==> src/rtl/mac_bank_multichannel.sv <==
// rtl/mac_bank_multichannel.sv - time-multiplexed multichannel signed MAC with rounded, saturated output
// Three registered stages: product, per-channel accumulate, round/clip.
module mac_bank_multichannel #(
    parameter int NCH         = 4,
    parameter int SAMPLE_SIZE = 16,
    parameter int COEFF_SIZE  = 16,
    parameter int GUARD       = 4,
    parameter int PRE_SHIFT   = 3,
    parameter int OUT_SHIFT   = 12,
    parameter int OUT_SIZE    = 16,
    localparam int CHW        = (NCH > 1) ? $clog2(NCH) : 1
) (
    input  logic                   clk,
    input  logic                   nrst,
    input  logic                   clear,
    input  logic                   in_valid,
    input  logic                   in_first,
    input  logic                   in_last,
    input  logic [CHW-1:0]         ch_in,
    input  logic [SAMPLE_SIZE-1:0] s_in,
    input  logic [COEFF_SIZE-1:0]  c_in,
    output logic                   out_valid,
    output logic [CHW-1:0]         out_ch,
    output logic [OUT_SIZE-1:0]    dout,
    output logic                   out_sat,
    output logic                   ovf
);
    localparam int PW    = SAMPLE_SIZE + COEFF_SIZE;
    localparam int ACC_W = PW + GUARD;
    localparam logic [CHW:0]              NCH_LIM = (CHW+1)'(NCH);
    localparam logic signed [ACC_W:0]     HALF    = (ACC_W+1)'(1) <<< (OUT_SHIFT-1);
    localparam logic signed [ACC_W:0]     OMAX    = (ACC_W+1)'((64'sd1 <<< (OUT_SIZE-1)) - 1);
    localparam logic signed [ACC_W:0]     OMIN    = ~OMAX;

    logic signed [PW-1:0]    mult, mult_sh;
    logic signed [ACC_W-1:0] prod_d;
    logic                    tap_ok;

    logic                    v1_q, first1_q, last1_q;
    logic [CHW-1:0]          ch1_q;
    logic signed [ACC_W-1:0] prod1_q;

    logic signed [ACC_W-1:0] acc_q [NCH];
    logic signed [ACC_W-1:0] base, sum_d;
    logic                    wrap;

    logic                    emit2_q;
    logic [CHW-1:0]          ch2_q;
    logic signed [ACC_W-1:0] sum2_q;

    logic signed [ACC_W:0]   rnd, r;
    logic                    hi, lo;
    logic [OUT_SIZE-1:0]     dout_d;

    logic                    out_valid_q, out_sat_q, ovf_q;
    logic [CHW-1:0]          out_ch_q;
    logic [OUT_SIZE-1:0]     dout_q;

    assign mult    = $signed(s_in) * $signed(c_in);
    assign mult_sh = mult >>> PRE_SHIFT;
    assign prod_d  = ACC_W'(mult_sh);
    // Taps addressed to a nonexistent channel never enter the pipeline.
    assign tap_ok  = in_valid && ({1'b0, ch_in} < NCH_LIM);

    // Reading acc_q here sees the previous cycle's write, so same-channel taps need no bubble.
    assign base  = first1_q ? '0 : acc_q[ch1_q];
    assign sum_d = base + prod1_q;
    assign wrap  = (base[ACC_W-1] == prod1_q[ACC_W-1]) && (sum_d[ACC_W-1] != base[ACC_W-1]);

    // One extra bit keeps the rounding offset from wrapping a near-full accumulator.
    assign rnd    = {sum2_q[ACC_W-1], sum2_q} + HALF;
    assign r      = rnd >>> OUT_SHIFT;
    assign hi     = r > OMAX;
    assign lo     = r < OMIN;
    assign dout_d = hi ? OMAX[OUT_SIZE-1:0] : (lo ? OMIN[OUT_SIZE-1:0] : r[OUT_SIZE-1:0]);

    always_ff @(posedge clk or negedge nrst) begin
        if (!nrst) begin
            v1_q        <= 1'b0;
            first1_q    <= 1'b0;
            last1_q     <= 1'b0;
            ch1_q       <= '0;
            prod1_q     <= '0;
            emit2_q     <= 1'b0;
            ch2_q       <= '0;
            sum2_q      <= '0;
            out_valid_q <= 1'b0;
            out_ch_q    <= '0;
            dout_q      <= '0;
            out_sat_q   <= 1'b0;
            ovf_q       <= 1'b0;
            for (int i = 0; i < NCH; i++) acc_q[i] <= '0;
        end else if (clear) begin
            v1_q        <= 1'b0;
            emit2_q     <= 1'b0;
            out_valid_q <= 1'b0;
            ovf_q       <= 1'b0;
            for (int i = 0; i < NCH; i++) acc_q[i] <= '0;
        end else begin
            v1_q     <= tap_ok;
            first1_q <= in_first;
            last1_q  <= in_last;
            ch1_q    <= ch_in;
            prod1_q  <= prod_d;

            emit2_q <= v1_q && last1_q;
            ch2_q   <= ch1_q;
            sum2_q  <= sum_d;
            if (v1_q) begin
                acc_q[ch1_q] <= sum_d;
                if (wrap) ovf_q <= 1'b1;
            end

            out_valid_q <= emit2_q;
            if (emit2_q) begin
                dout_q    <= dout_d;
                out_sat_q <= hi || lo;
                out_ch_q  <= ch2_q;
            end
        end
    end

    assign out_valid = out_valid_q;
    assign out_ch    = out_ch_q;
    assign dout      = dout_q;
    assign out_sat   = out_sat_q;
    assign ovf       = ovf_q;
endmodule

==> config.mk <==
export PLATFORM = sky130hd
export DESIGN_NAME = mac_bank_multichannel
export DESIGN_NICKNAME = d
export VERILOG_FILES = /design/src/rtl/mac_bank_multichannel.sv
export SDC_FILE = /design/constraint.sdc
export NUM_CORES = 1
export LEC_CHECK = 0
export CAP_MARGIN = 10
export CORE_AREA = 2 2 185 187
export CTS_CLUSTER_DIAMETER = 60
export DETAILED_ROUTE_END_ITERATION = 8
export DIE_AREA = 0 0 187 189
export PLACE_DENSITY_LB_ADDON = 0.15
export SETUP_SLACK_MARGIN = 0.3
export SYNTH_ARGS = -nofsm -noshare
export SYNTH_HDL_FRONTEND = slang
export SYNTH_SLANG_ARGS = --single-unit
==> constraint.sdc <==
create_clock -name clk -period 8.2 [get_ports clk]
set_input_delay 1.64 -clock clk [delete_from_list [all_inputs] [get_ports clk]]
set_output_delay 1.64 -clock clk [all_outputs]
set_load 0.005 [all_outputs]
# After elaboration in Yosys (flattened, before gate mapping)
# Index checks and enable logic that the tools add are counted.
# word_totals
rom_bits	0
regBits	238
output_inout_bits	21
n_memories	0
ram_bits	0
in_bits	40
elab_cells	53
latch_bits	0
# op_classes
n_eq_ne	2
mul	1
n_shift	0
n_mux	17
n_reduce_logical	8
n_bitwise	2
order_cmp	4
add_sub_neg	2
div	0
# ops
op	n
144-bit two-way mux	2
144-bit bitwise mux	1
36-bit two-way mux	4
36-bit binary-select mux with 2-bit select	1
36-bit demux with 2-bit select	1
36-bit by 13-bit adder with 37-bit output (second input constant)	1
36-bit by 29-bit adder with 36-bit output	1
16-bit by 16-bit multiplier with 32-bit output	1
16-bit two-way mux	2
25-bit by 16-bit > comparator with 1-bit output (second input constant)	1
25-bit by 16-bit less-than comparator with 1-bit output (second input constant)	1
1-bit two-way mux	6
2-bit AND reduction	2
2-bit nonzero test	2
3-bit >= comparator (second input constant)	1
1-bit logical AND	3
3-bit by 1-bit less-than comparator with 1-bit output (second input constant)	1
2-bit inverter with 3-bit output	1
1-bit == test	1
1-bit logical OR	1
1-bit inequality test	1
1-bit inverter	1

# Depth between registers and ports, before layout
# Gate-level depths: netlist (run 1).
# depth
ltp_word	11
depth_mapped	24
depth_no_buf	23

# Worst setup path before layout (run 1)
# OpenSTA, ideal clock, no wires.
# synth_timing
kind	input to register
start	input s_in[7]
end	register prod1_q[19]
t_required_ns	8.067
setup_slack_ns	0.936
arrival_time_ns	7.131
stages	22
setup_ns	0.133
path_buffers	1
cell_sequence	clkbuf_1 -> and2_1 -> fa_1 -> inv_1 -> fa_1 -> fa_1 -> inv_1 -> fa_1 -> fa_1 -> inv_1 -> fa_1 -> inv_1 -> ha_1 -> a21oi_1 -> o21ai_0 -> a2111oi_2 -> nor3b_1 -> a311oi_1 -> o21ai_0 -> a21oi_1 -> xor2_1 -> o21ai_0
# synth_between
elab_chain_cells	1
# synth_rtl
item	line_no	rtl
start, declared	20	input logic [SAMPLE_SIZE-1:0] s_in,
16-bit by 16-bit multiplier with 32-bit output	59	assign mult = $signed(s_in) * $signed(c_in);
end signal, assigned	104	prod1_q <= prod_d;
end, declared	41	logic signed [ACC_W-1:0] prod1_q;
# Every way passes these cells.
# A chain may end at the register's enable or synchronous reset.

# Worst setup path in the final report (run 1)
# layout_timing
start	input s_in[3]
end	register prod1_q[21]
# The elaborated chain is that of the path after synthesis.

==> results of run 1 <==
-- cell usage in the layout, fill, tap and decap left out, types with 51 or more instances in the layout --
master	netlist	routed
sky130_fd_sc_hd__inv_1	310	310
sky130_fd_sc_hd__fa_1	263	263
sky130_fd_sc_hd__nand2_1	251	251
sky130_fd_sc_hd__dfrtp_1	227	225
sky130_fd_sc_hd__and2_1	131	131
sky130_fd_sc_hd__ha_1	116	116
sky130_fd_sc_hd__a22o_1	106	106
sky130_fd_sc_hd__a21oi_1	89	86
sky130_fd_sc_hd__o21ai_0	82	81
sky130_fd_sc_hd__buf_4	1	72
sky130_fd_sc_hd__nor2_1	62	60
sky130_fd_sc_hd__clkdlybuf4s50_1	0	52
sky130_fd_sc_hd__xnor2_1	51	51
-- critical path, stage by stage --
cell                              delay (ns)
sky130_fd_sc_hd__clkdlybuf4s50_1        0.65
sky130_fd_sc_hd__buf_4                  0.23
sky130_fd_sc_hd__nand2_1                0.09
sky130_fd_sc_hd__fa_1                   0.55
sky130_fd_sc_hd__inv_1                  0.05
sky130_fd_sc_hd__fa_1                   0.40
sky130_fd_sc_hd__inv_1                  0.11
sky130_fd_sc_hd__fa_1                   0.44
sky130_fd_sc_hd__inv_1                  0.10
sky130_fd_sc_hd__fa_1                   0.43
sky130_fd_sc_hd__fa_1                   0.54
sky130_fd_sc_hd__inv_1                  0.05
sky130_fd_sc_hd__fa_1                   0.52
sky130_fd_sc_hd__inv_1                  0.04
sky130_fd_sc_hd__ha_1                   0.31
sky130_fd_sc_hd__nand2_1                0.07
sky130_fd_sc_hd__a211oi_1               0.42
sky130_fd_sc_hd__a2111oi_4              0.16
sky130_fd_sc_hd__nor3b_1                0.30
sky130_fd_sc_hd__a311oi_1               0.14
sky130_fd_sc_hd__buf_4                  0.16
sky130_fd_sc_hd__o21a_1                 0.17
sky130_fd_sc_hd__o21ai_0                0.19
sky130_fd_sc_hd__xnor2_1                0.14
sky130_fd_sc_hd__o21ai_0                0.08
-- cells by family (layout without fill, tap and decap cells) --
family                   after synthesis  after routing
multiplexers                          71             71
adder cells (fa/ha/maj)              379            379
buffers and inverters                414            483
XOR/XNOR                              80             80
AND/OR/NAND/NOR                      603            603
flip-flops                           227            227
AO/OA/AOI/OAI                        405            405
-- flip-flops by register name (all words and copies together), names as in the netlist --
| register | flops |
|---|---|
| out_sat | 1 |
| sum2_q | 25 |
| ovf | 1 |
| acc_q | 144 |
| last1_q | 1 |
| prod1_q | 29 |
| v1_q | 1 |
| ch1_q | 2 |
| ch2_q | 2 |
| first1_q | 1 |
| out_valid | 1 |
| emit2_q | 1 |
| dout | 16 |
| out_ch | 2 |
-- power groups by stage --
stage | registers (uW) | logic [uW] | clock network (uW)
detailed placement | 1640 | 8110 | 0
CTS | 1630 | 8170 | 1100
floorplan | 1540 | 6250 | 0
global route | 1660 | 9310 | 1150
finish | 1640 | 8220 | 1090
global placement | 1640 | 7870 | 0
-- metrics by stage --
step	power, uW	cells	setup WS [ns]
floorplan	7790	2179	0.936
global placement	9500	2656	0.144
detailed placement	9760	2656	-0.0113
CTS	10900	2696	0.523
global route	12100	2696	0.298
finish	11000	2696	0.583
-- cell type report --
class                      instances  area, um^2
tap                              448         561
clock buffer                      29         637
inverter                         311        1170
fill                            2455        9420
multi-input combinational       1538       14500
clock inverter                    11         153
sequential                       227        5680
timing repair buffer             132        1170
-- per-layer routing --
metal	global-route usage (%)	up-vias
li1	-	7279
met1	40.3	7951
met2	50.4	482
met3	3.23	109
met4	11.1	0
met5	0	-
-- how the worst max path moves through the flow --
stage | startpoint | endpoint | slack, ns | cells past startpoint
2_1_floorplan | s_in[7] | prod1_q[19]$_DFFE_PN0N_ | 0.94 | 22
3_5_place_dp | c_in[1] | prod1_q[19]$_DFFE_PN0N_ | -0.01 | 23
5_1_grt | c_in[6] | prod1_q[28]$_DFFE_PN0N_ | 0.30 | 24
4_1_cts | s_in[7] | prod1_q[19]$_DFFE_PN0N_ | 0.52 | 23
3_3_place_gp | s_in[8] | prod1_q[19]$_DFFE_PN0N_ | 0.14 | 23
6_report | s_in[3] | prod1_q[21]$_DFFE_PN0N_ | 0.58 | 25
==> run summary, run 1 <==
The flow ran to the end, and the final reports show no timing, DRC or antenna violations. In this run the top signal layer used is met4. Setup repair after global routing left no endpoint under its margin. The detailed-route wire length is 51.1 mm. The worst slew margin relative to its limit came out at 15.6%.

The area of the die is 0.0353 mm^2. The fraction of synthesized cell area taken by the top area cell type is 26.2%. For this run, asynchronously set or reset flops after synthesis account for 100%.

The number of nets in the layout is 2651. The synthesized netlist devotes 12.9% of its cell area to compound gates. For this design the total switching power over the nets is 5200 uW.

After layout, the worst path uses 92.9% of the clock period. The critical path in this run is classified as in -> reg. The pin count of the biggest net entering global routing is 102. The CTS tree is yes. The number of hold violations in the final report came out at 0.

The boundary pin count is 61. The number of nets still failing antenna checks after routing came out at 0. The maximum fanout encountered on the critical timing path came out at 9. The leakage power total came out at 0.0118 uW. The share of cells above drive strength 1 is 9.12%.

After clock tree synthesis, the flow added hold-fix buffers numbering 0. The fraction of synthesized area in multiplexers is 5.53%. The largest family of logic cells by synthesized area is adder cells.

The smallest clock period supported by the final layout is computed as 7.62 ns. The final design utilization is 71.7%. The number of buffers inserted by post-CTS setup repair is 0. Global routing used 29.8% of the available tracks. The simple-gate area share of the yosys netlist came out at 13.9%. The number of antenna violations at the first check in global routing is 0. The startpoint identified for the worst register-to-register timing path is ch1_q[0]$_DFFE_PN0N_. The synthesized netlist devotes 31.0% of its cell area to adder and majority cells. The routed length on met2 came out at 24.6 mm. VDD sags by at most 488 uV. The number of synthesized flops with an enable pin came out at 0. The power density over the cells is 459 mW/mm^2.

The routed metal-1 wire length came out at 22.0 mm. The startpoint identified for the worst hold timing path is dout[15]$_DFFE_PN0P_. For hold timing, the worst endpoint is dout[15]$_DFFE_PN0P_. The CTS sink count is 227. In the synthesized netlist the dominant register cell turns out to be sky130_fd_sc_hd__dfrtp_1. For this configuration, the core starts out at a cell density of 65.1%.

Setup violations remaining at the end of the flow were counted as 0. The routed length on met3 came out at 2.61 mm. Counting flops and latches in the post-synthesis netlist gives 227. The number of maximum-capacitance constraint violations came out at 0.

The maximum level of the CTS H-tree came out at 1. The required time of the worst setup path came out at 8.57 ns. The commonest cells after synthesis are sky130_fd_sc_hd__inv_1, sky130_fd_sc_hd__fa_1, sky130_fd_sc_hd__nand2_1. Sequential cells burn 14.9% of the power. The clock network power share is 10.0%. For this block, the initial DRC count from the detailed router was 1023. The count of TritonRoute iterations in the first routing pass is 6. The instance area at placement came out at 0.0230 mm^2. The count of distinct cell types in the synthesized netlist is 68. The clock transition at the registers of the reported paths is 0.06 ns.

The tree is rooted in a sky130_fd_sc_hd__clkbuf_16. Summing the areas of all xor and xnor instances in the mapped netlist gives 3.23% of the synthesized area. The setup total negative slack came out at 0 ns. The routed length per placed instance came out at 19.0 um.

The number of diodes came out at 0. The endpoint arrival time on the critical path came out at 7.99 ns. The worst setup path is launched from an input port. The net count of the mapped netlist came out at 2598. The design internal power came out at 5750 uW.

The via count of the first global-routing pass is 16.9k. The first global-routing pass estimated 85.2 mm of wire. The post-route worst hold slack came out at 0.474 ns. The clock latency reported for the late side of the worst-skew pair came out at 0.52 ns. Summing over every cut layer, the via total after detailed routing is 15.8k.

The final estimated routing congestion in global placement is 0.923. The height of the die came out at 189 um. The post-synthesis average cell area is 9.94 um^2. The part of the total power dissipated in combinational logic is 75.1%. The tightest min-delay check is of the reg -> reg type. For the worst flop-to-flop path, the logic depth is 13.

In this run the cell area of the synthesized design comes to 0.0217 mm^2. The sequential area share after synthesis is 26.2%. The count of cells resized by post-cts repair came out at 0.

In the post-synthesis netlist, the biggest area contributors are sky130_fd_sc_hd__dfrtp_1, sky130_fd_sc_hd__fa_1, sky130_fd_sc_hd__ha_1. The minimum setup slack among reg-to-reg paths came out at 2.95 ns. The worst clock skew on the final layout came out at 0.0111 ns. The endpoint identified for the worst register-to-register timing path is acc_q[106]$_DFFE_PN0P_.

The Yosys warning count came out at 0. The global route total overflow is 0. The via density per instance is 5.87. The worst hold path passes through 2 cells.

The actual slew at the worst max-slew pin is 1.26 ns. The switching power share of the total is 47.5%. The horizontal extent of the die is 187 um. The number of rows created at floorplan is 67.

The number of buffers added by the clock tree synthesis step came out at 22. Detailed placement ended at an HPWL of 38.8 mm. The detailed-route DRC error count came out at 0.

The largest total area in the synthesized netlist belongs to sky130_fd_sc_hd__dfrtp_1. STA classifies the critical path endpoint as a flop. In this run the standard cell core region covers 0.0333 mm^2.

The final instance area is 0.0239 mm^2. The total count of max-transition violations in the final report is 0. The post-synthesis instance total came out at 2179.

The deepest clock path buffer count is 3. The number of buffer cells added on primary ports is 60. The maximum frequency from static timing analysis came out at 131 MHz. sky130_fd_sc_hd__inv_1 is the most common cell in the netlist. From synthesis to final layout, the design area changed by 10.1%.
Power figures use the tool's default switching activity.
==> inputs of run 2 (changes only) <==
CORE_AREA = 2 2 188 190   (was 2 2 185 187)
DIE_AREA = 0 0 190 192   (was 0 0 187 189)
clock period = 7.3 ns   (was 8.2 ns; I/O delays follow)
==> run 2 against run 1 <==
  * Non-clock buffer count grew 115
  * Utilization grew 2.2 points
  * Die area grew 3.2%
  * Count of clock-buffer cells in the layout grew 2
  * Via count grew 5.2%
  * Critical path depth grew 2
  * Global-route usage grew 0.73 points
  * Worst setup slack lost 0.18 ns
==> run summary, run 2 (synthesis gave the netlist of run 1 again) <==
The run finished with clean final reports. The worst clock skew on the final layout came to 0.0138 ns (+0.00261 ns). The endpoint arrival time on the critical path came to 7.27 ns (-0.72 ns). The maximum level of the CTS H-tree was 1 (unchanged).

The path class of the lowest-slack min-delay path is reg -> reg. The routed via count came out at 16.6k (+5.2%). The worst setup path is captured at a flop. Ranked by flip-flop count, first place goes to acc_q.

The global route total overflow is 0 (unchanged). The overall global routing resource usage was 30.5% (+0.73 points). The maximum fanout encountered on the critical timing path is 10 (+1). The number of nets in the layout is 2766 (+4.3%). The maximum frequency from static timing analysis came out at 145 MHz. Relative to the synthesized area, the layout overhead comes to 16.9%. Setup repair after global routing left no endpoint under its margin.

The global-route track usage on met2 came out at 53.4% (+3.0 points). The required time of the worst setup path came out at 7.67 ns (-0.90 ns). The count of TritonRoute iterations in the first routing pass is 6 (unchanged). The pin count of the biggest net entering global routing was 182 (+78%). The layer flagged by global routing as most heavily used is met2. The largest registers in the layout are acc_q: 144 flops, prod1_q: 29 flops, sum2_q: 25 flops. The fraction of met1 tracks used by global routing came out at 40.3% (+0.042 points). The flip-flop count of the largest register, all copies and words added came to 144 (unchanged).

The area of the die came to 0.0365 mm^2 (+3.2%). STA classifies the critical path startpoint as an input port. The setup-violating endpoint count in the final report came to 0 (unchanged).

The via count of the first global-routing pass came out at 17.3k (+2.7%). The setup total negative slack came out at 0 ns (unchanged). The type of the setup path with the least slack is in -> reg. The storage element area is 0.00568 mm^2 (unchanged).

The routed length per placed instance is 19.6 um (+3.2%). The half-perimeter wire length after detailed placement is 39.7 mm (+2.5%). The number of buffers added by the clock tree synthesis step came to 22 (unchanged). The cell at the root of the clock tree is sky130_fd_sc_hd__clkbuf_16. The post-route worst hold slack is 0.483 ns (+0.00888 ns).

The via density per instance is 5.91 (+0.65%). The height of the die is 192 um (+1.6%). The final estimated routing congestion in global placement was 0.949 (+2.8%). The actual slew at the worst max-slew pin came out at 0.955 ns (-0.305 ns). The horizontal extent of the die came out at 190 um (+1.6%). The core footprint is 0.0343 mm^2 (+3.0%). The period utilization is 94.5%. Leaving out fill and tap cells, the most frequent cell in the layout is sky130_fd_sc_hd__inv_1. The count of routing violations after the opening detailed-route iteration came out at 1075 (+5.1%). The layout filler cell count was 2351 (-4.2%). The area used by multi-input combinational logic is 0.0149 mm^2 (+3.2%). The share of cells above drive strength 1 is 18.4% (+9.3 points).

The total count of max-transition violations in the final report came out at 0 (unchanged). The met3 track demand over resource came out at 3.11% (-0.12 points). The number of maximum-capacitance constraint violations is 0 (unchanged). The worst slew margin relative to its limit was 36.2% (+21 points). The first-pass GRT wire length is 88.7 mm (+4.2%).

The boundary pin count came to 61 (unchanged). The number of nets still failing antenna checks after routing is 0 (unchanged). The clock transition at the registers of the reported paths came out at 0.07 ns (about the same). The number of antenna violations at the first check in global routing was 0 (unchanged). The number of rows created at floorplan came out at 68 (+1.5%). TritonCTS built the clock tree. Subtracting the final worst setup slack from the clock period gives 6.90 ns. The number of buffer cells added on primary ports was 60 (unchanged). The number of hold violations in the final report was 0 (unchanged). Leaving out fill and tap cells, the most frequent cells in the layout are sky130_fd_sc_hd__inv_1, sky130_fd_sc_hd__fa_1, sky130_fd_sc_hd__nand2_1, sky130_fd_sc_hd__dfrtp_1, sky130_fd_sc_hd__buf_4.

The number of diodes came out at 0 (unchanged). The detailed-route wire length was 55.1 mm (+7.8%). The deepest clock path buffer count came out at 3 (unchanged). The clock latency reported for the late side of the worst-skew pair is 0.51 ns (about the same). The initial standard-cell utilization of the core is 63.2% (-1.9 points). The detailed-route DRC error count came out at 0 (unchanged). The CTS sink count is 227 (unchanged).
==> run 2: final timing paths <==
kind,from,to,slack [ns],cells after the start
hold / removal,last1_q$_DFFE_PN0N_,emit2_q$_DFF_PN0_,0.48,1
hold reg to reg,last1_q$_DFFE_PN0N_,emit2_q$_DFF_PN0_,0.48,1
min in group asynchronous,nrst,acc_q[114]$_DFFE_PN0P_,0.84,1
setup / recovery,s_in[6],prod1_q[18]$_DFFE_PN0N_,0.40,27
setup reg to reg,ch1_q[0]$_DFFE_PN0N_,acc_q[35]$_DFFE_PN0P_,2.01,13
max in group asynchronous,nrst,out_ch[1]$_DFFE_PN0P_,5.21,2
==> run 2: worst max-delay path, stage by stage <==
cell,delay (ns)
sky130_fd_sc_hd__dlygate4sd2_1,0.27
sky130_fd_sc_hd__buf_6,0.16
sky130_fd_sc_hd__and2_1,0.15
sky130_fd_sc_hd__fa_1,0.53
sky130_fd_sc_hd__inv_1,0.05
sky130_fd_sc_hd__fa_2,0.56
sky130_fd_sc_hd__fa_2,0.44
sky130_fd_sc_hd__inv_1,0.09
sky130_fd_sc_hd__fa_1,0.44
sky130_fd_sc_hd__fa_1,0.52
sky130_fd_sc_hd__inv_1,0.06
sky130_fd_sc_hd__fa_1,0.51
sky130_fd_sc_hd__inv_2,0.05
sky130_fd_sc_hd__ha_4,0.21
sky130_fd_sc_hd__buf_4,0.14
sky130_fd_sc_hd__a21o_1,0.19
sky130_fd_sc_hd__a211oi_2,0.26
sky130_fd_sc_hd__buf_4,0.16
sky130_fd_sc_hd__buf_4,0.10
sky130_fd_sc_hd__buf_4,0.09
sky130_fd_sc_hd__buf_4,0.09
sky130_fd_sc_hd__buf_4,0.09
sky130_fd_sc_hd__nor2_1,0.05
sky130_fd_sc_hd__and3_1,0.19
sky130_fd_sc_hd__nor3_2,0.14
sky130_fd_sc_hd__xor2_1,0.18
sky130_fd_sc_hd__o21ai_0,0.09
==> run 2: timing repair <==
action | in CTS | in global routing
pin swaps | 53 | 99
hold buffers | 0 | 0
buffers inserted | 27 | 11
gates resized for setup | 87 | 129
cloned | 2 | 2
setup endpoints to repair | 11 | 15
hold endpoints to repair | 0 | 0
==> run 2: per-layer routing <==
layer  wire, um  vias to the layer above
met5          0                        -
met4       1830                        0
met3       3170                      120
met2      27500                      585
met1      22500                     8418
li1           -                     7516
==> run 2: final cells by class <==
type	instances	share of cell area [%]
flip-flops and latches	227	22.4
repair buffers	247	8.70
clock buffers	31	2.55
clock inverters	8	0.415
well taps	455	2.25
inverters	311	4.62
multi-input cells	1538	59.0
==> run 2: per-stage QoR <==
step / worst slack [ns] / utilization [%] / instance area (um^2) / instances
floorplan: 0.263 / - / 21700 / 2179
global placement: -0.553 / 68.9 / 23600 / 2736
detailed placement: -0.627 / 68.9 / 23600 / 2736
CTS: 0.301 / 72.7 / 24900 / 2804
global route: 0.212 / 73.9 / 25300 / 2817
finish: 0.404 / 73.9 / 25300 / 2817
Power of run 2 is not shown: default switching activity piles up to over one toggle a cycle in this logic, so the estimate is an artifact.
==> inputs of run 3 (changes only) <==
CORE_AREA = 2 2 185 187   (was 2 2 188 190)
DIE_AREA = 0 0 187 189   (was 0 0 190 192)
DONT_BUFFER_PORTS = 1   (was default)
GPL_ROUTABILITY_DRIVEN = 0   (was default)
SLEW_MARGIN = 0   (was default)
==> run 3 against run 2 <==
  * Clock skew is 0.0032 ns higher
  * Register-to-register slack better by 0.27 ns
  * Design area shrank 10%
  * Via count is 6.6% lower
  * Wire length shrank 7.5%
  * Fmax rose by 2.2%
  * Utilization down 5.3 points
  * Global-route usage is 0.32 points lower
  * Sequential share of layout area up 2.5 points
  * Critical path depth shrank 6
  * Non-clock buffer count shrank 230
  * Critical path type unchanged
  * Critical endpoint is now prod1_q[27]$_DFFE_PN0N_
==> run summary, run 3 (synthesis gave the netlist of run 1 again) <==
The run finished with clean final reports. The endpoint arrival time on the critical path was 7.16 ns (-0.11 ns). The final critical delay including setup and external delays was 6.75 ns (-0.145 ns). The clock latency reported for the late side of the worst-skew pair is 0.53 ns (+0.02 ns). The routed length per placed instance is 19.7 um (+0.89%). The number of diodes was 0 (unchanged). The overall global routing resource usage was 30.2% (-0.32 points). The via count of the first global-routing pass is 16.6k (-4.2%). The half-perimeter wire length after detailed placement was 37.9 mm (-4.6%). The number of hold violations in the final report came out at 0 (unchanged).

The final instance area is 0.0228 mm^2 (-10%). The height of the die came to 189 um (-1.6%). The worst hold path stage count is 2 (+1). In the layout the commonest cells are sky130_fd_sc_hd__inv_1, sky130_fd_sc_hd__fa_1, sky130_fd_sc_hd__nand2_1, sky130_fd_sc_hd__dfrtp_1, sky130_fd_sc_hd__and2_1. The clock transition at the registers of the reported paths is 0.06 ns (about the same).

The total buffers and inverters traversed by the critical path came out at 4 (-8). On the critical path, the stage with the largest delay is an instance of sky130_fd_sc_hd__fa_1. The boundary pin count is 61 (unchanged). The first-pass GRT wire length came to 86.0 mm (-3.1%).

The detailed-route DRC error count is 0 (unchanged). The instance area at placement is 0.0220 mm^2 (-6.8%). The critical path goes through and2_1, fa_1, inv_1, fa_1, fa_1, fa_1, inv_1, fa_1, inv_1, fa_1, inv_1, ha_1, a21oi_1, o21ai_0, a2111oi_4, nor2_1, a21oi_2, a311oi_1, a31oi_1, xor2_1, o21ai_0.

The flip-flop count of the largest register, all copies and words added came out at 144 (unchanged). The period utilization is 92.5% (-2.0 points). The maximum frequency from static timing analysis came out at 148 MHz (+2.2%). The fraction of met1 tracks used by global routing came to 42.0% (+1.7 points). The largest registers in the layout are acc_q: 144 flops, prod1_q: 29 flops, sum2_q: 25 flops. Setup repair after global routing could not meet its margin everywhere. The global route total overflow is 0 (unchanged). The count of TritonRoute iterations in the first routing pass came out at 6 (unchanged).

The terminus of the critical flop-to-flop path is acc_q[107]$_DFFE_PN0P_. The worst slew margin relative to its limit came out at 19.4% (-17 points). The core footprint came out at 0.0333 mm^2 (-2.9%). The total count of max-transition violations in the final report is 0 (unchanged). The leakage power total is 0.0112 uW. The met3 track demand over resource came out at 3.78% (+0.68 points). The number of antenna violations at the first check in global routing is 0 (unchanged).

The hold buffer count at cts came out at 0 (unchanged). Total power for the finished layout comes to 12000 uW. The horizontal extent of the die came out at 187 um (-1.6%). The maximum vdd drop came out at 489 uV. The deepest clock path buffer count was 3 (unchanged). The number of nets still failing antenna checks after routing was 0 (unchanged). Leaving out fill and tap cells, the most frequent cell in the layout is sky130_fd_sc_hd__inv_1. The number of nets in the layout is 2537 (-8.3%).

The delay of the slowest cell on the worst path is 0.55 ns (about the same). The length in cells of the worst reg-to-reg path came out at 12 (-1). In this run the critical register-to-register path is launched from ch1_q[0]$_DFFE_PN0N_. The number of rows created at floorplan is 67 (-1.5%).

Among the stages of the critical path, the cell type that occurs most often is sky130_fd_sc_hd__fa_1. The routed via count came out at 15.5k (-6.6%). The minimum setup slack among reg-to-reg paths is 2.28 ns (+0.27 ns).

The critical path is of the in -> reg type. The startpoint identified for the worst hold timing path is acc_q[68]$_DFFE_PN0P_. The cell family contributing the most delay on the critical path is adder cells.

The detailed-route wire length came out at 50.9 mm (-7.5%). The power density over the cells came out at 526 mW/mm^2. The initial standard-cell utilization of the core came out at 65.1% (+1.9 points). STA classifies the critical path endpoint as a flop.

The setup-violating endpoint count in the final report is 0 (unchanged). The min-delay analysis places its worst path in the category reg -> reg. The worst setup path is launched from an input port. The worst clock skew on the final layout is 0.0170 ns (+0.00324 ns).

The share of cells above drive strength 1 is 7.17% (-11 points). The signed area change from the synthesized netlist to the final layout came out at 5.22%. The CTS sink count came out at 227 (unchanged). The actual slew at the worst max-slew pin is 1.21 ns (+0.254 ns). The most crowded layer after global routing is met2. The maximum fanout encountered on the critical timing path came to 16 (+6). The post-route worst hold slack came out at 0.478 ns (-0.00498 ns). The count of routing violations after the opening detailed-route iteration is 1136 (+5.7%). The layout filler cell count is 2617 (+11%). The maximum level of the CTS H-tree is 1 (unchanged). The number of buffers added by the clock tree synthesis step is 23 (+4.5%). The cell sitting at the root of the clock tree is a sky130_fd_sc_hd__clkbuf_16. The number of buffer cells added on primary ports came out at 0 (-100%).

The pin count of the biggest net entering global routing came out at 228 (+25%). The capture endpoint of the worst hold path is acc_q[68]$_DFFE_PN0P_. The number of maximum-capacitance constraint violations came out at 0 (unchanged).

The required time of the worst setup path came out at 7.71 ns (+0.04 ns). TritonCTS built the clock tree. The area of the die came out at 0.0353 mm^2 (-3.1%). The via density per instance came out at 6.02 (+1.9%). Counting flops per register, the top entry is acc_q. The global-route track usage on met2 came out at 51.3% (-2.1 points).
run 3: worst reg2reg max path: stages (launching register included):
cell and delay [ns]:
sky130_fd_sc_hd__dfrtp_2 0.80, sky130_fd_sc_hd__buf_4 0.61, sky130_fd_sc_hd__mux4_2 0.57, sky130_fd_sc_hd__nor2b_1 0.15, sky130_fd_sc_hd__ha_1 0.35, sky130_fd_sc_hd__nand4_1 0.19
sky130_fd_sc_hd__a21boi_1 0.43, sky130_fd_sc_hd__o211ai_2 0.18, sky130_fd_sc_hd__a31oi_1 0.37, sky130_fd_sc_hd__a41oi_1 0.25, sky130_fd_sc_hd__o2bb2ai_1 0.23, sky130_fd_sc_hd__xnor2_1 0.57
sky130_fd_sc_hd__o21ai_0 0.18
run 3: worst max path at each step:
stage                                         end     start  cells after the start
after floorplan           prod1_q[19]$_DFFE_PN0N_   s_in[7]                     22
after global placement    prod1_q[27]$_DFFE_PN0N_   s_in[2]                     23
after detailed placement  prod1_q[27]$_DFFE_PN0N_   s_in[2]                     23
after CTS                 prod1_q[27]$_DFFE_PN0N_   s_in[2]                     23
after global routing      prod1_q[28]$_DFFE_PN0N_  c_in[10]                     21
final                     prod1_q[27]$_DFFE_PN0N_   c_in[6]                     21
run 3: layer usage:
layer / wire length (um) / up-vias
met5: 0 / -
met4: 1020 / 0
met3: 2990 / 70
met2: 24800 / 493
met1: 22100 / 7937
li1: - / 7047
run 3: what timing repair did:
item	in CTS	in global routing
endpoints found under the setup margin	0	7
resized for setup	0	10
buffers inserted	0	1
hold endpoints to repair	0	0
run 3: where the power goes:
group,total (uW),switching (uW),internal (uW)
Sequential,1850,291,1560
Clock,1180,501,674
Combinational,8980,5070,3910
run 3: through the flow:
| step | utilization [%] | worst slack (ns) | std cells | TNS (ns) |
|---|---|---|---|---|
| after floorplan | - | 0.263 | 2179 | 0 |
| after global placement | 66.1 | 0.0792 | 2540 | 0 |
| after detailed placement | 66.1 | -0.119 | 2540 | -0.305 |
| after CTS | 68.4 | 0.407 | 2581 | 0 |
| after global routing | 68.5 | 0.196 | 2582 | 0 |
| final | 68.5 | 0.550 | 2582 | 0 |
run 3: layout make-up:
cell class	count	area (um^2)	area share, %
clock buffer	31	666	2.92
clock inverter	10	81.3	0.357
inverter	311	1170	5.12
multi-input combinational	1538	14500	63.7
sequential	227	5680	24.9
tap	448	561	2.46
timing repair buffer	17	128	0.560
